## config.mk

```make
export PLATFORM = sky130hd
export DESIGN_NAME = shift_rotate_unit_flat
export DESIGN_NICKNAME = d
export VERILOG_FILES = /design/src/rtl/shift_rotate_unit_pkg.sv /design/src/rtl/shift_rotate_unit_if.sv /design/src/rtl/shift_rotate_unit_step.sv /design/src/rtl/shift_rotate_unit.sv /design/src/flat_wrapper.sv
export SDC_FILE = /design/constraint.sdc
export NUM_CORES = 1
export LEC_CHECK = 0
export ABC_AREA = 1
export CAP_MARGIN = 15
export CORE_MARGIN = 4
export CORE_UTILIZATION = 53
export CTS_CLUSTER_SIZE = 30
export DETAILED_ROUTE_END_ITERATION = 12
export PLACE_DENSITY = 0.77
export SYNTH_ARGS = -nofsm -noshare
export SYNTH_HDL_FRONTEND = slang
export SYNTH_SLANG_ARGS = --single-unit
```

## constraint.sdc

```tcl
create_clock -name clk -period 3.4 [get_ports clk]
set_clock_uncertainty 0.1 [all_clocks]
set_input_delay 0.68 -clock clk [delete_from_list [all_inputs] [get_ports clk]]
set_output_delay 0.68 -clock clk [all_outputs]
set_load 0.02 [all_outputs]
```

## src/rtl/shift_rotate_unit_pkg.sv

```systemverilog
// Shared definitions for the multi-cycle shift/rotate unit: op codes, FSM encoding
// and the decode helper that folds unused op codes into PASS.
package shift_pkg;

  localparam logic [2:0] OP_ROL = 3'b000;
  localparam logic [2:0] OP_ROR = 3'b001;
  localparam logic [2:0] OP_SLL = 3'b010;
  localparam logic [2:0] OP_SRL = 3'b011;
  localparam logic [2:0] OP_SRA = 3'b100;

  typedef enum logic [1:0] {
    S_IDLE = 2'd0,
    S_BUSY = 2'd1,
    S_DONE = 2'd2
  } state_t;

  function automatic logic is_pass(input logic [2:0] op);
    return (op > OP_SRA);
  endfunction

endpackage

```

## src/rtl/shift_rotate_unit_if.sv

```systemverilog
// Request/response bundle between the control unit and the shift/rotate unit.
interface shift_rotate_unit_if #(
  parameter int WIDTH = 16,
  parameter int AMT_W = $clog2(WIDTH)
);
  logic             in_valid;
  logic             in_ready;
  logic [WIDTH-1:0] in_data;
  logic [AMT_W-1:0] in_amt;
  logic [2:0]       in_op;
  logic             out_valid;
  logic             out_ready;
  logic [WIDTH-1:0] out_data;
  logic             out_carry;
  logic             out_zero;

  modport master (
    output in_valid, in_data, in_amt, in_op, out_ready,
    input  in_ready, out_valid, out_data, out_carry, out_zero
  );

  modport slave (
    input  in_valid, in_data, in_amt, in_op, out_ready,
    output in_ready, out_valid, out_data, out_carry, out_zero
  );
endinterface

```

## src/rtl/shift_rotate_unit_step.sv

```systemverilog
// One combinational step of the unit: applies the op by k (0..STEP) positions
// and reports the last bit shifted out or wrapped around.
module shift_step
  import shift_pkg::*;
#(
  parameter int WIDTH = 16,
  parameter int STEP  = 4,
  parameter int KW    = $clog2(STEP + 1)
) (
  input  logic [WIDTH-1:0] x_i,
  input  logic [2:0]       op_i,
  input  logic [KW-1:0]    k_i,
  output logic [WIDTH-1:0] y_o,
  output logic             carry_o
);

  logic [2*WIDTH-1:0] dbl_l_s;
  logic [2*WIDTH-1:0] dbl_r_s;
  logic [WIDTH:0]     ext_l_s;
  logic [WIDTH:0]     ext_r_s;

  // Doubled operand turns rotates into plain shifts; the one-bit extensions
  // catch the bit that falls off the end of a logical/arithmetic shift.
  assign dbl_l_s = {x_i, x_i} << k_i;
  assign dbl_r_s = {x_i, x_i} >> k_i;
  assign ext_l_s = {1'b0, x_i} << k_i;
  assign ext_r_s = {x_i, 1'b0} >> k_i;

  // Result and carry selection per operation
  always_comb begin
    y_o     = x_i;
    carry_o = 1'b0;
    case (op_i)
      OP_ROL: begin
        y_o     = dbl_l_s[2*WIDTH-1:WIDTH];
        carry_o = dbl_l_s[WIDTH];
      end
      OP_ROR: begin
        y_o     = dbl_r_s[WIDTH-1:0];
        carry_o = dbl_r_s[WIDTH-1];
      end
      OP_SLL: begin
        y_o     = x_i << k_i;
        carry_o = ext_l_s[WIDTH];
      end
      OP_SRL: begin
        y_o     = x_i >> k_i;
        carry_o = ext_r_s[0];
      end
      OP_SRA: begin
        y_o     = $signed(x_i) >>> k_i;
        carry_o = ext_r_s[0];
      end
      default: begin
        y_o     = x_i;
        carry_o = 1'b0;
      end
    endcase
  end

endmodule

```

## src/rtl/shift_rotate_unit.sv

```systemverilog
// Multi-cycle shift/rotate unit: IDLE/BUSY/DONE FSM, remaining-amount counter and
// working registers around a single shift_step instance.
module shift_rotate_unit
  import shift_pkg::*;
#(
  parameter int WIDTH = 16,
  parameter int STEP  = 4,
  parameter int AMT_W = $clog2(WIDTH)
) (
  input logic               clk,
  input logic               rst_n,
  shift_rotate_unit_if.slave bus
);

  localparam int KW = $clog2(STEP + 1);

  state_t           state_q, state_d;
  logic [WIDTH-1:0] data_q, data_d;
  logic [2:0]       op_q, op_d;
  logic [AMT_W-1:0] rem_q, rem_d;
  logic             carry_q, carry_d;
  logic             zero_q, zero_d;

  logic             accept_s;
  logic             skip_s;
  logic [KW-1:0]    k_s;
  logic [AMT_W-1:0] rem_next_s;
  logic [WIDTH-1:0] step_data_s;
  logic             step_carry_s;

  assign accept_s   = bus.in_valid && (state_q == S_IDLE);
  assign skip_s     = (bus.in_amt == {AMT_W{1'b0}}) || is_pass(bus.in_op);
  // k never exceeds rem, so narrowing k to AMT_W bits is lossless
  assign rem_next_s = rem_q - AMT_W'(k_s);

  // Step size: min(STEP, remaining amount)
  always_comb begin
    if (int'(rem_q) < STEP) begin
      k_s = KW'(rem_q);
    end else begin
      k_s = KW'(STEP);
    end
  end

  shift_step #(
    .WIDTH (WIDTH),
    .STEP  (STEP),
    .KW    (KW)
  ) u_step (
    .x_i     (data_q),
    .op_i    (op_q),
    .k_i     (k_s),
    .y_o     (step_data_s),
    .carry_o (step_carry_s)
  );

  // FSM state register
  always_ff @(posedge clk or negedge rst_n) begin
    if (!rst_n) begin
      state_q <= S_IDLE;
    end else begin
      state_q <= state_d;
    end
  end

  // FSM next-state logic
  always_comb begin
    state_d = state_q;
    case (state_q)
      S_IDLE: begin
        if (accept_s) begin
          state_d = skip_s ? S_DONE : S_BUSY;
        end else begin
          state_d = S_IDLE;
        end
      end
      S_BUSY: begin
        if (rem_next_s == {AMT_W{1'b0}}) begin
          state_d = S_DONE;
        end else begin
          state_d = S_BUSY;
        end
      end
      S_DONE: begin
        if (bus.out_ready) begin
          state_d = S_IDLE;
        end else begin
          state_d = S_DONE;
        end
      end
      default: state_d = S_IDLE;
    endcase
  end

  // Working-register next values
  always_comb begin
    data_d  = data_q;
    op_d    = op_q;
    rem_d   = rem_q;
    carry_d = carry_q;
    case (state_q)
      S_IDLE: begin
        if (accept_s) begin
          data_d  = bus.in_data;
          op_d    = bus.in_op;
          rem_d   = skip_s ? {AMT_W{1'b0}} : bus.in_amt;
          carry_d = 1'b0;
        end else begin
          data_d  = data_q;
        end
      end
      S_BUSY: begin
        data_d  = step_data_s;
        carry_d = step_carry_s;
        rem_d   = rem_next_s;
      end
      S_DONE:  data_d = data_q;
      default: data_d = data_q;
    endcase
  end

  // Zero flag is captured only on the transition into DONE
  always_comb begin
    if ((state_d == S_DONE) && (state_q != S_DONE)) begin
      zero_d = (data_d == {WIDTH{1'b0}});
    end else begin
      zero_d = zero_q;
    end
  end

  // Working registers
  always_ff @(posedge clk or negedge rst_n) begin
    if (!rst_n) begin
      data_q  <= {WIDTH{1'b0}};
      op_q    <= 3'b000;
      rem_q   <= {AMT_W{1'b0}};
      carry_q <= 1'b0;
      zero_q  <= 1'b0;
    end else begin
      data_q  <= data_d;
      op_q    <= op_d;
      rem_q   <= rem_d;
      carry_q <= carry_d;
      zero_q  <= zero_d;
    end
  end

  // FSM outputs, all driven from registers
  always_comb begin
    bus.in_ready  = (state_q == S_IDLE);
    bus.out_valid = (state_q == S_DONE);
    bus.out_data  = data_q;
    bus.out_carry = carry_q;
    bus.out_zero  = zero_q;
  end

endmodule

```

## src/flat_wrapper.sv

```systemverilog
// flat-port wrapper written by rule: the top's interface ports become plain ports
module shift_rotate_unit_flat import shift_pkg::*;
#(
  parameter int WIDTH = 16,
  parameter int STEP  = 4,
  parameter int AMT_W = $clog2(WIDTH)
)
  (clk, rst_n, bus_in_valid, bus_in_data, bus_in_amt, bus_in_op, bus_out_ready, bus_in_ready, bus_out_valid, bus_out_data, bus_out_carry, bus_out_zero);
  shift_rotate_unit_if #(.WIDTH(WIDTH), .AMT_W(AMT_W)) bus_i ();
  input logic clk;
  input logic rst_n;
  input wire logic [$bits(bus_i.in_valid)-1:0] bus_in_valid;
  input wire logic [$bits(bus_i.in_data)-1:0] bus_in_data;
  input wire logic [$bits(bus_i.in_amt)-1:0] bus_in_amt;
  input wire logic [$bits(bus_i.in_op)-1:0] bus_in_op;
  input wire logic [$bits(bus_i.out_ready)-1:0] bus_out_ready;
  output wire logic [$bits(bus_i.in_ready)-1:0] bus_in_ready;
  output wire logic [$bits(bus_i.out_valid)-1:0] bus_out_valid;
  output wire logic [$bits(bus_i.out_data)-1:0] bus_out_data;
  output wire logic [$bits(bus_i.out_carry)-1:0] bus_out_carry;
  output wire logic [$bits(bus_i.out_zero)-1:0] bus_out_zero;
  assign bus_i.in_valid = bus_in_valid;
  assign bus_i.in_data = bus_in_data;
  assign bus_i.in_amt = bus_in_amt;
  assign bus_i.in_op = bus_in_op;
  assign bus_i.out_ready = bus_out_ready;
  assign bus_in_ready = bus_i.in_ready;
  assign bus_out_valid = bus_i.out_valid;
  assign bus_out_data = bus_i.out_data;
  assign bus_out_carry = bus_i.out_carry;
  assign bus_out_zero = bus_i.out_zero;
  shift_rotate_unit #(.WIDTH(WIDTH), .STEP(STEP), .AMT_W(AMT_W)) u_core (.clk(clk), .rst_n(rst_n), .bus(bus_i));
endmodule
```

### After elaboration in Yosys (flattened, before gate mapping)

Cells that the tools add are included.
W data, S select, Z words.

| cells by class | value |
|---|---|
| $add $sub $neg | 1 |
| order comparisons | 2 |
| equal/unequal tests | 9 |
| shift-type cells | 7 |
| multiplexer cells | 15 |
| reduce and logical (&&, ||, !) cells | 12 |

Operators with widths:

| kind | count |
|---|---|
| $pmux W16 S5 | 1 |
| $pmux W16 S2 | 1 |
| $shl A32 B3 Y32 | 1 |
| $shr A32 B3 Y16 | 1 |
| $shl A16 B3 Y17 | 1 |
| $shr A17 B3 Y1 | 1 |
| $logic_not A16 Y1 | 1 |
| $mux W16 | 1 |
| $shl A16 B3 Y16 | 1 |
| $shr A16 B3 Y16 | 1 |
| $sshr A16 B3 Y16 | 1 |
| $logic_not A4 Y1 | 2 |
| $mux W2 | 4 |
| $mux W4 | 2 |
| $pmux W4 S2 | 1 |
| $eq A3 B2 Y1 const B | 2 |
| $pmux W2 S3 | 1 |
| $eq A2 B2 Y1 const B | 2 |
| $lt A4 B3 Y1 const B | 1 |
| $pmux W1 S4 | 1 |
| $reduce_and A2 Y1 | 2 |
| $sub A4 B3 Y4 | 1 |
| $eq A3 B1 Y1 const B | 1 |
| $eq A3 B3 Y1 const B | 1 |
| 13 further kinds | 14 |

| storage, ports and cells | value |
|---|---|
| bits in registers | 27 |
| bits of input ports | 27 |
| output and inout port bits | 20 |

### Depth between registers and ports, before layout

Gate-level depths: netlist (run 1).

| depth | value |
|---|---|
| word-level depth | 8 |
| depth in mapped cells | 18 |
| gate-level depth less buffers | 17 |

### Cells and area by module

Synthesis (run 1) repeated with hierarchy kept, for this count alone.

| second synthesis, totals | value |
|---|---|
| cells, all modules | 615 |
| area total of the unflattened synthesis | 3463.3 µm² |

Modules (own cells, without submodules):

| module | times used | cells an instance | area each (µm²) | sequential area each (µm²) |
|---|---|---|---|---|
| shift_rotate_unit | 1 | 252 | 1788.0 | 675.6 |
| shift_step | 1 | 363 | 1675.4 | 0.0 |

### Worst setup path before layout (run 1)

OpenSTA, ideal clock, no wires.

| timing | value |
|---|---|
| kind | flip-flop to flip-flop |
| from | register u_core.rem_q[2] |
| to | register u_core.zero_q (netlist: u_core.bus.out_zero) |
| library setup time | 0.116 ns |
| arrival time | 1.920 ns |
| data required time | 3.184 ns |
| path slack | 1.263 ns |
| stages on the path, launching flop included | 18 |
| period minus slack after synthesis | 2.137 ns |
| cells stage by stage | dfrtp_1 > inv_1 > nand2_1 > clkbuf_1 > nand2_1 > ha_1 > o21ai_1 > nor2_1 > nand2_1 > nand3_1 > nand2_1 > nor2_1 > nand2_1 > nor2_1 > nand2_1 > nor2_1 > nand2_1 > nand2_1 |

| between the ends | value |
|---|---|
| cells in the longest elaborated chain, start to end | 8 |

RTL lines:

| element | line | RTL |
|---|---|---|
| start, declared | shift_rotate_unit.sv:20 | `logic [AMT_W-1:0] rem_q, rem_d;` |
| start signal, assigned | shift_rotate_unit.sv:136 | `rem_q <= {AMT_W{1'b0}};` |
| start signal, assigned | shift_rotate_unit.sv:142 | `rem_q <= rem_d;` |
| $lt A4 B3 Y1 | shift_rotate_unit.sv:38 | `if (int'(rem_q) < STEP) begin` |
| $mux W3 | shift_rotate_unit.sv:38 |  |
| $sub A4 B3 Y4 * | shift_rotate_unit.sv:34 | `assign rem_next_s = rem_q - AMT_W'(k_s);` |
| $logic_not A4 Y1 * | shift_rotate_unit.sv:78 | `if (rem_next_s == {AMT_W{1'b0}}) begin` |
| $mux W2 * | shift_rotate_unit.sv:78 |  |
| $pmux W2 S3 * | shift_rotate_unit.sv:69 | `case (state_q)` |
| via u_core.state_d[1] | shift_rotate_unit.sv:17 | `state_t state_q, state_d;` |
| $eq A2 B2 Y1 * | shift_rotate_unit.sv:124 | `if ((state_d == S_DONE) && (state_q != S_DONE)) begin` |
| $logic_and A1 B1 Y1 * | shift_rotate_unit.sv:124 |  |
| end signal, assigned | shift_rotate_unit.sv:144 | `zero_q <= zero_d;` |
| end, declared | shift_rotate_unit.sv:22 | `logic zero_q, zero_d;` |

The timed path passes the listed nets; every way through them passes the cells marked *.
A chain may end at the register's enable or synchronous reset.

### Worst setup path after layout (run 1)

| timing | value |
|---|---|
| from | register u_core.rem_q[3] |
| to | register u_core.zero_q (netlist: u_core.bus.out_zero) |

RTL lines:

| element | line | RTL |
|---|---|---|
| $lt A4 B3 Y1 * | shift_rotate_unit.sv:38 |  |
| $mux W3 * | shift_rotate_unit.sv:38 |  |
| $sshr A16 B3 Y16, or another cell as far along | shift_rotate_unit_step.sv:51 | `y_o = $signed(x_i) >>> k_i;` |
| $pmux W16 S5 * | shift_rotate_unit_step.sv:33 | `case (op_i)` |
| $pmux W16 S2 * | shift_rotate_unit.sv:101 | `case (state_q)` |
| via u_core.data_d[10] | shift_rotate_unit.sv:18 | `logic [WIDTH-1:0] data_q, data_d;` |
| $logic_not A16 Y1 * | shift_rotate_unit.sv:125 | `zero_d = (data_d == {WIDTH{1'b0}});` |

Marks and branches as above.

==> results of run 1 <==
==> worst max-delay path, delay by kind of cell (launching register included) <==
| kind | cells | cell delay, ns |
|---|---|---|
| AOI/OAI and AO/OA | 1 | 0.18 |
| and+or+nand+nor | 14 | 2.06 |
| DFF | 1 | 0.46 |
==> registers in the layout, indices dropped and copies added (netlist names) <==
name	flops
u_core.bus.out_carry	1
u_core.bus.out_data	16
u_core.bus.out_zero	1
u_core.op_q	3
u_core.rem_q	4
u_core.state_q	2
==> layer usage <==
metal	wire (µm)	vias up	track usage (%)
li1	-	1946	-
met1	5060	1900	46.3
met2	5580	293	52.9
met3	1320	35	3.50
met4	319	0	9.63
met5	0	-	0
==> synthesized netlist by cell type (all sizes together) <==
cell type	instances
dfrtp	27
a221oi	1
o22ai	3
nand3	124
nand3b	1
conb	1
clkbuf	5
a31oi	3
buf	21
inv	63
a22o	1
nand4	5
or3	1
o21ai	44
nand2	194
o211ai	1
nor3	1
xor2	1
o221ai	2
a21oi	31
a22oi	4
nor2	34
ha	1
==> worst min-delay path by stage <==
| stage | slack [ns] | endpoint | startpoint | cells after the start |
|---|---|---|---|---|
| global route | 0.42 | u_core.bus.out_zero | u_core.bus.out_zero | 2 |
| global placement | 0.39 | u_core.bus.out_zero | u_core.bus.out_zero | 2 |
| detailed placement | 0.37 | u_core.bus.out_zero | u_core.bus.out_zero | 2 |
| finish | 0.40 | u_core.bus.out_zero | u_core.bus.out_zero | 2 |
| CTS | 0.40 | u_core.bus.out_zero | u_core.bus.out_zero | 2 |
| floorplan | 0.28 | u_core.bus.out_carry | rst_n | 0 |
==> kinds of logic after synthesis <==
group,count (synthesis),synth area share [%]
AOI/OAI and AO/OA,90,14.8
xor gates and xnor gates,1,0.265
adders and majority gates,1,0.378
buffers and inverters,89,12.7
DFF,27,20.4
other,1,0.113
and+or+nand+nor,360,51.3
==> layout make-up <==
class	count	area (µm²)	area share, %
flip-flops and latches	27	676	17.7
inverters	63	236	6.21
clock buffers	3	41.3	1.08
repair buffers	55	541	14.2
well taps	75	93.8	2.46
clock inverters	1	7.51	0.197
multi-input cells	453	2210	58.1
==> through the flow <==
stage	cells	utilization [%]	area (µm²)	setup WS [ns]
after detailed placement	673	62.8	3760	0.500
final	677	63.6	3810	0.548
after global routing	677	63.6	3810	0.346
after CTS	677	63.6	3810	0.624
after floorplan	569	-	3310	1.26
after global placement	673	62.8	3760	0.633
==> qor.csv, run 1 <==
metric,value,unit
outcome,"complete, no violations",
routed vias/inst,6.17,
Worst EP arrival,2.98,ns
largest net degree at the start of global routing,39,
Netlist Area Pre-Place,3310,µm²
All-Layer GR Usage,32.9,%
R2R setup slack,0.55,ns
Placer Congestion,1.06,
WL per Instance,18.2,µm
clk_lat worst skew,0.28,ns
cell accounting for the most synthesized area,nand2_1,
antenna violations before repair,0,
FF-to-FF path depth,15,
die height,87.0,µm
post-DP HPWL,9.39,mm
Max-Cap Viols,0,
Worst Tran Pin Value,0.638,ns
Die X,87.0,µm
"commonest non-fill, non-tap cell in the layout",nand2_1,
TritonCTS clock tree,built,
initial core utilization,55.3,%
Reg-to-Reg End,u_core.bus.out_zero,
Nets,631,
total CTS buffers,3,
I/O pin total,47,
"Max FO, Critical Path",22,
Max Clock Freq,351,MHz
"CTS clk-pin slew, worst paths",0.10,ns
Worst EP required,3.53,ns
fill count,595,
crit-path cells,nor2_4 > nand2_2 > nand2_1 > nand3_1 > nand3_1 > nand2_1 > o21ai_1 > nand2_1 > nand2_1 > nand2_1 > nor2_1 > nand2_1 > nor2_1 > nand2_1 > nand2_1,
CP max stage cell,dfrtp_1,
Die ar.,7580,µm²
"top cells by area, synth","nand2_1 21%, dfrtp_1 20%, nand3_1 17%, inv_1 6.6%, o21ai_0 5.7%",
post-synth top area share,21.3,%
DR vias,4174,
Hold Crit Class,reg2reg,
Post-Synthesis Cells,569,
post-route antenna net violation count,0,
first-pass GRT wire length,19.4,mm
Synth cell types,36,
hold_ws,0.403,ns
Crit path top cell by count,nand2_1,
crit path time final,2.85,ns
RSZ-0062 raised after global routing,no,
Setup CP Type,reg2reg,
Reg-to-Reg Start,u_core.rem_q[3],
Critical Path End,u_core.bus.out_zero,
final hold violations,0,
Startpoint Class,flop,
syn_area_per_cell,5.82,µm²
Setup-failing EPs final,0,
Sinks on Clock Net,27,
register bit total from synthesis,27,
Remaining DRCs,0,
Slew HR,57.3,%
Inserted Diodes,0,
Pins Over Slew Limit,0,
CP max stage delay,0.46,ns
final worst path period share,83.9,%
DRT iter0 DRCs,606,
Critical path origin,u_core.rem_q[3],
syn_nets,597,
Fin Setup TNS,0,ns
post-CTS setup buffers,0,
Area Overhead vs Synth,15.0,%
Port Buf Inserts,46,
vias in the first global route,3759,
Core Box Area,5990,µm²
row cnt,28,
share of cells above drive strength 1,7.31,%
most frequent cells in the layout,"188 x nand2_1, 111 x nand3_1, 58 x inv_1, 46 x clkdlybuf4s50_1, 38 x o21ai_0",
GRT overflow,0,
register area share after synthesis,20.4,%
final WL,12.3,mm
TritonRoute pass-1 iters,7,
"Hold-fix buffers, CTS",0,
H-tree depth,1,
CP endpoint kind,flop,
clock buffer depth,2,
root buf cell,clkbuf_8,
Post-CTS Resized,0,
Yosys warnings,0,
Power of run 1 is not shown: default switching activity piles up to over one toggle a cycle in this logic, so the estimate is an artifact.
==> inputs of run 2 (changes only) <==
--- a/config.mk
+++ b/config.mk
@@ -8,7 +8,7 @@
 export ABC_AREA = 1
 export CAP_MARGIN = 15
 export CORE_MARGIN = 4
-export CORE_UTILIZATION = 53
+export CORE_UTILIZATION = 51
 export CTS_CLUSTER_SIZE = 30
 export DETAILED_ROUTE_END_ITERATION = 12
 export PLACE_DENSITY = 0.77
==> constraint.sdc (replaced) <==
create_clock -name clk -period 2.4 [get_ports clk]
set_clock_uncertainty 0.1 [all_clocks]
set_input_delay 0.48 -clock clk [delete_from_list [all_inputs] [get_ports clk]]
set_output_delay 0.48 -clock clk [all_outputs]
set_load 0.02 [all_outputs]
==> run 2 against run 1 <==
  * Non-clock buffer count up 41
  * Worst setup slack got worse by 0.50 ns
  * Via count up 4.6%
  * Worst hold slack improved by 0.0094 ns
  * Highest routed layer unchanged
  * Final cell count rose by 6.4%
  * Count of clock-buffer cells in the layout did not move
  * Die area is 3.6% higher
  * Maximum frequency up 21%
==> qor.csv, run 2 (synthesized netlist as in run 1, its figures left out) <==
metric,value,unit,change
WL per Instance,17.8,µm,was 18.2 µm
Nets,672,,was 631
Crit path top cell by count,nand2_1,,unchanged
fill count,595,,unchanged
Core Box Area,6310,µm²,was 5990 µm²
vias in the first global route,4050,,was 3759
final WL,12.8,mm,was 12.3 mm
Setup CP Type,reg2reg,,unchanged
Inserted Diodes,0,,unchanged
final worst-path setup slack,0.0519,ns,was 0.548 ns
Startpoint Class,flop,,unchanged
Worst EP required,2.53,ns,was 3.53 ns
"commonest non-fill, non-tap cell in the layout",nand2_1,,unchanged
Die ar.,7840,µm²,was 7580 µm²
hold_ws,0.413,ns,was 0.403 ns
CP endpoint kind,flop,,unchanged
clk_lat worst skew,0.29,ns,was 0.28 ns
Leak,2.19,nW,
FF-to-FF path depth,16,,was 15
crit path time final,2.35,ns,was 2.85 ns
Buf/Inv on CP,1,,was 0
routed vias/inst,6.06,,was 6.17
Pins Over Slew Limit,0,,unchanged
Hold Path Cell Cnt,2,,unchanged
Power Dens Cells,1790,nW/µm²,
row cnt,29,,was 28
GRT overflow,0,,unchanged
final core utilization,67.2,%,was 63.6%
largest net degree at the start of global routing,28,,was 39
most frequent cells in the layout,"181 x nand2_1, 108 x nand3_1, 58 x inv_1, 46 x clkdlybuf4s50_1, 45 x buf_4",,"was 188 x nand2_1, 111 x nand3_1, 58 x inv_1, 46 x clkdlybuf4s50_1, 38 x o21ai_0"
Remaining DRCs,0,,unchanged
Sinks on Clock Net,27,,unchanged
Area Overhead vs Synth,28.2,%,was 15.0%
Worst EP arrival,2.48,ns,was 2.98 ns
Max Clock Freq,426,MHz,was 351 MHz
DRT iter0 DRCs,583,,was 606
R2R setup slack,0.05,ns,was 0.55 ns
worst ir drop on vdd,1.01,mV,
"Hold-fix buffers, CTS",0,,unchanged
flip-flop count of the largest register after layout,16,,unchanged
total CTS buffers,3,,unchanged
DR vias,4365,,was 4174
Reg-to-Reg End,u_core.bus.out_zero,,unchanged
RSZ-0062 raised after global routing,yes,,was no
All-Layer GR Usage,33.3,%,was 32.9%
final worst path period share,97.8,%,was 83.9%
Die X,88.6,µm,was 87.0 µm
DP Worst Slack,-0.0795,ns,was 0.500 ns
Crit path max-delay family,simple AND/OR/NAND/NOR gates,,unchanged
"Max FO, Critical Path",7,,was 22
TritonRoute pass-1 iters,6,,was 7
share of cells above drive strength 1,15.9,%,was 7.31%
root buf cell,clkbuf_8,,unchanged
I/O pin total,47,,unchanged
H-tree depth,1,,unchanged
Placer Congestion,1.01,,was 1.06
CP max stage cell,dfrtp_1,,unchanged
die height,88.6,µm,was 87.0 µm
outcome,"complete, no violations",,unchanged
hold wc startpoint,u_core.bus.out_zero,,unchanged
Reg-to-Reg Start,u_core.rem_q[3],,unchanged
post-DP HPWL,10.0,mm,was 9.39 mm
Hold Crit Class,reg2reg,,unchanged
crit-path cells,nor2_4 > nand2_4 > buf_4 > nand2_2 > nand3_1 > nand2_1 > nand2_1 > nand2_2 > nand2_1 > nand2_1 > nand3_1 > nor2_1 > nand2_1 > nor2_1 > nand2_1 > nand2_1,,was nor2_4 > nand2_2 > nand2_1 > nand3_1 > nand3_1 > nand2_1 > o21ai_1 > nand2_1 > nand2_1 > nand2_1 > nor2_1 > nand2_1 > nor2_1 > nand2_1 > nand2_1
CP max stage delay,0.42,ns,was 0.46 ns
Port Buf Inserts,46,,unchanged
initial core utilization,52.4,%,was 55.3%
final hold violations,0,,unchanged
TritonCTS clock tree,built,,unchanged
antenna violations before repair,0,,unchanged
Max-Cap Viols,0,,unchanged
first-pass GRT wire length,20.3,mm,was 19.4 mm
post-route antenna net violation count,0,,unchanged
clock buffer depth,2,,unchanged
"CTS clk-pin slew, worst paths",0.10,ns,about the same
hold worst-path end,u_core.bus.out_zero,,unchanged
Setup-failing EPs final,0,,unchanged
==> run 2: through the flow <==
stage / setup TNS, ns / area, µm² / instances / power (mW)
floorplan: 0 / 3310 / 569 / 4.85
global placement: -0.00390 / 4030 / 709 / 6.74
detailed placement: -0.0795 / 4030 / 709 / 6.77
CTS: 0 / 4120 / 716 / 7.14
global route: -0.115 / 4240 / 720 / 8.21
finish: 0 / 4240 / 720 / 7.60
==> run 2: layer usage <==
metal	global-route usage, %	vias up	routed length, µm
li1	-	2031	-
met1	46.6	1991	5170
met2	53.5	288	5780
met3	3.63	55	1390
met4	11.5	0	473
met5	0	-	0
==> run 2: worst max-delay path by stage <==
stage | from | endpoint | slack (ns) | cells after the start
final | u_core.rem_q[3] | u_core.bus.out_zero | 0.05 | 16
after global routing | u_core.rem_q[2] | u_core.bus.out_zero | -0.12 | 14
after CTS | u_core.rem_q[2] | u_core.bus.out_zero | 0.003 | 16
after detailed placement | bus_in_amt[0] | u_core.bus.out_zero | -0.08 | 13
after global placement | u_core.rem_q[3] | u_core.bus.out_zero | -0.004 | 16
after floorplan | u_core.rem_q[2] | u_core.bus.out_zero | 0.26 | 17
==> run 2: repair_timing <==
item                                    CTS  global route
gates resized for setup                   4            24
cloned                                    0             1
endpoints found under the setup margin    1             4
setup buffers                             3             3
pin swaps                                 1             4
==> run 2: final cells by class <==
| type | instances | area [µm²] | share of cell area (%) |
|---|---|---|---|
| Timing Repair Buffer | 96 | 895 | 21.1 |
| Clock buffer | 3 | 41.3 | 0.973 |
| Sequential cell | 27 | 678 | 16.0 |
| Inverter | 63 | 244 | 5.75 |
| Clock inverter | 1 | 7.51 | 0.177 |
| Tap cell | 77 | 96.3 | 2.27 |
| Multi-Input combinational cell | 453 | 2280 | 53.8 |
==> run 2: worst register-to-register path, cell delays in order (launching register included) <==
cell and delay [ns]:
dfrtp_1 0.42, nor2_4 0.27, nand2_4 0.13, buf_4 0.16
nand2_2 0.09, nand3_1 0.10, nand2_1 0.08, nand2_1 0.13
nand2_2 0.13, nand2_1 0.07, nand2_1 0.07, nand3_1 0.14
nor2_1 0.14, nand2_1 0.06, nor2_1 0.08, nand2_1 0.06
nand2_1 0.06
==> run 2: report_power, final <==
group | internal (mW) | total (mW) | switching [mW]
registers | 0.689 | 1.07 | 0.379
clock network | 0.119 | 0.280 | 0.161
logic | 2.28 | 6.25 | 3.97
total | 3.09 | 7.60 | 4.51
(Power assumes the default switching activity.)
==> inputs of run 3 (changes only) <==
--- a/config.mk
+++ b/config.mk
@@ -15,3 +15,4 @@
 export SYNTH_ARGS = -nofsm -noshare
 export SYNTH_HDL_FRONTEND = slang
 export SYNTH_SLANG_ARGS = --single-unit
+export TNS_END_PERCENT = 20
==> results of run 3 <==
Final layout, timing and power as in run 2 (identical DEF).
==> variant, RTL diff (settings of run 3) <==
Remove the case item `OP_SRL` of the case on `op_i`.
--- a/src/rtl/shift_rotate_unit_step.sv
+++ b/src/rtl/shift_rotate_unit_step.sv
@@ -43,10 +43,6 @@
         y_o     = x_i << k_i;
         carry_o = ext_l_s[WIDTH];
       end
-      OP_SRL: begin
-        y_o     = x_i >> k_i;
-        carry_o = ext_r_s[0];
-      end
       OP_SRA: begin
         y_o     = $signed(x_i) >>> k_i;
         carry_o = ext_r_s[0];
Check against the original RTL: not equivalent (Yosys sat finds a counterexample within 4 cycles, from zero or initial values and one cycle with rst_n low).
==> variant against run 3 <==
Power shrank 14%; setup slack gained 21 ps; final area shrank 8.3%; cell count shrank 7.6%; highest routed layer unchanged; combinational power shrank 16%; synthesized area shrank 8.2%; sequential share of layout area grew 1.4 points; sequential cell count is the same; largest power group unchanged; global-route usage shrank 1.8 points; wire length shrank 6.2%; sequential power shrank 5%.
==> variant: results (changes against run 3) <==
Outcome
  – Status: finished clean

Routing
  – Starting DRT DRC Count: 707 (+21%)
  – Routed wire length: 12.0 mm (-6.2%)
  – TritonRoute pass-1 iters: 6 (unchanged)
  – DR vias: 4,042 (-7.4%)

Global routing
  – Vias in the first global route: 3,589 (-11%)
  – First-pass GRT wire length: 18.3 mm (-10%)
  – Largest net degree at the start of global routing: 30 (+7.1%)
  – GRT Util Overall: 0.315 (-0.0184)
  – Global routing usage on met1: 0.450 (-0.0154)
  – Initial antenna violation count: 0 (unchanged)
  – Met2 Track Usage GR: 0.464 (-0.0710)

Finish
  – Non-clock buffer count in the final layout: 81 (-16%)
  – Nets: 622 (-7.4%)
  – Filler cells: 513 (-14%)
  – Non-clock buffer share: 0.205 (-0.00539)
  – Clock network share of area: 0.0129 (+0.00136)
  – Area of the multi-input gates: 0.00203 mm2 (-11%)
  – Clock buf count: 3 (unchanged)
  – Share of cells above drive strength 1: 0.120 (-0.0389)

Critical path
  – Critical Path Fanout Max: 4 (-3)
  – Setup slack, reg-to-reg: 100 ps (+50 ps)
  – Crit path launch: u_core.state_q[1]$_DFF_PN0_
  – CP arrival: 1750 ps (-730 ps)
  – Launch point of the worst reg-to-reg path: u_core.rem_q[2]$_DFFE_PN0P_
  – Number of cells on the worst reg-to-reg path: 15 (-1)

Power
  – Sequential power: 1.02 mW (-5%)
  – Worst VDD drop: 1.00 mV (-0.84%)
  – Int Pwr: 2.66 mW (-14%)
  – Combinational power: 5.23 mW (-16%)
  – Total leakage power: 1.99 nW (-8.8%)
  – Pwr Total: 6.55 mW (-14%)

Placed design
  – RD Place Congestion: 1.14 (+12%)
  – HPWL after DPL: 8.95 mm (-11%)
  – Placed cell area: 0.00367 mm2 (-8.9%)
  – Worst slack at placement: -80.0 ps (-0.417 ps)

Logic synthesis
  – Adder-Cell Fraction of Synth Area: 0.00412 (+0.000336)
  – Top cells by area, synth: dfrtp_1 22%, nand2_1 22%, nand3_1 16%, inv_1 7.4%, o21ai_0 5.6%
  – Post-Syn Nets: 558 (-6.5%)
  – Post-synthesis compound-gate area fraction: 0.156 (+0.00779)
  – Sequential share of the synthesized area: 0.222 (+0.0181)
  – Fraction of synthesized cell area in xor and xnor cells: 0.00288 (+0.000235)
  – Most frequent cells after synthesis: 175 x nand2_1, 95 x nand3_1, 60 x inv_1

CTS
  – Clk pin slew, worst setup/hold paths: 120 ps (+20 ps)
  – Post CTS Setup Buffer Count: 0 (-3)
  – CTS resizes: 0 (-4)

STA
  – Final setup margin: 72.4 ps (+20.6 ps)
  – Hold Worst Slack: 438 ps (+24.9 ps)

Min path
  – Worst Hold Launch: u_core.bus.out_carry$_DFFE_PN0P_
  – WHS Endpoint: u_core.bus.out_carry$_DFFE_PN0P_
  – Hold Path Depth: 1 (-1)
variant: changes by cell type in the layout (fill, tap and decap cells not counted), sizes merged, moves of 2 or more:
cell    before  now
nand2      194  181
nand3      124  101
buf         49   33
a31oi        3    1
o21ai       44   40
a22oi        4    2
a21oi       31   24
o211ai       1    8
o22ai        3    1
nor2        34   43
variant: stage by stage:
stage	util	cells
finish	0.690	665
global route	0.690	665
CTS	0.659	656
detailed placement	0.650	652
global placement	0.650	652
floorplan	-	530
variant: logic make-up (layout without fill, tap and decap cells):
group | after synthesis | count (layout)
other cells | 1 | 1
simple gates | 333 | 333
flops | 27 | 27
fa+ha+maj | 1 | 1
compound gates | 82 | 82
buf+inv | 85 | 148
xor+xnor | 1 | 1
variant: metal layers:
metal / routed length, um / up-vias
met5: 0 / -
met4: 682 / 0
met3: 1580 / 84
met2: 5100 / 338
met1: 4660 / 1754
li1: - / 1866
variant: critical path, stage by stage (launching register included):
cell	delay (ps)
dfrtp_1	510
inv_1	100
nor2_1	190
clkdlybuf4s50_1	650
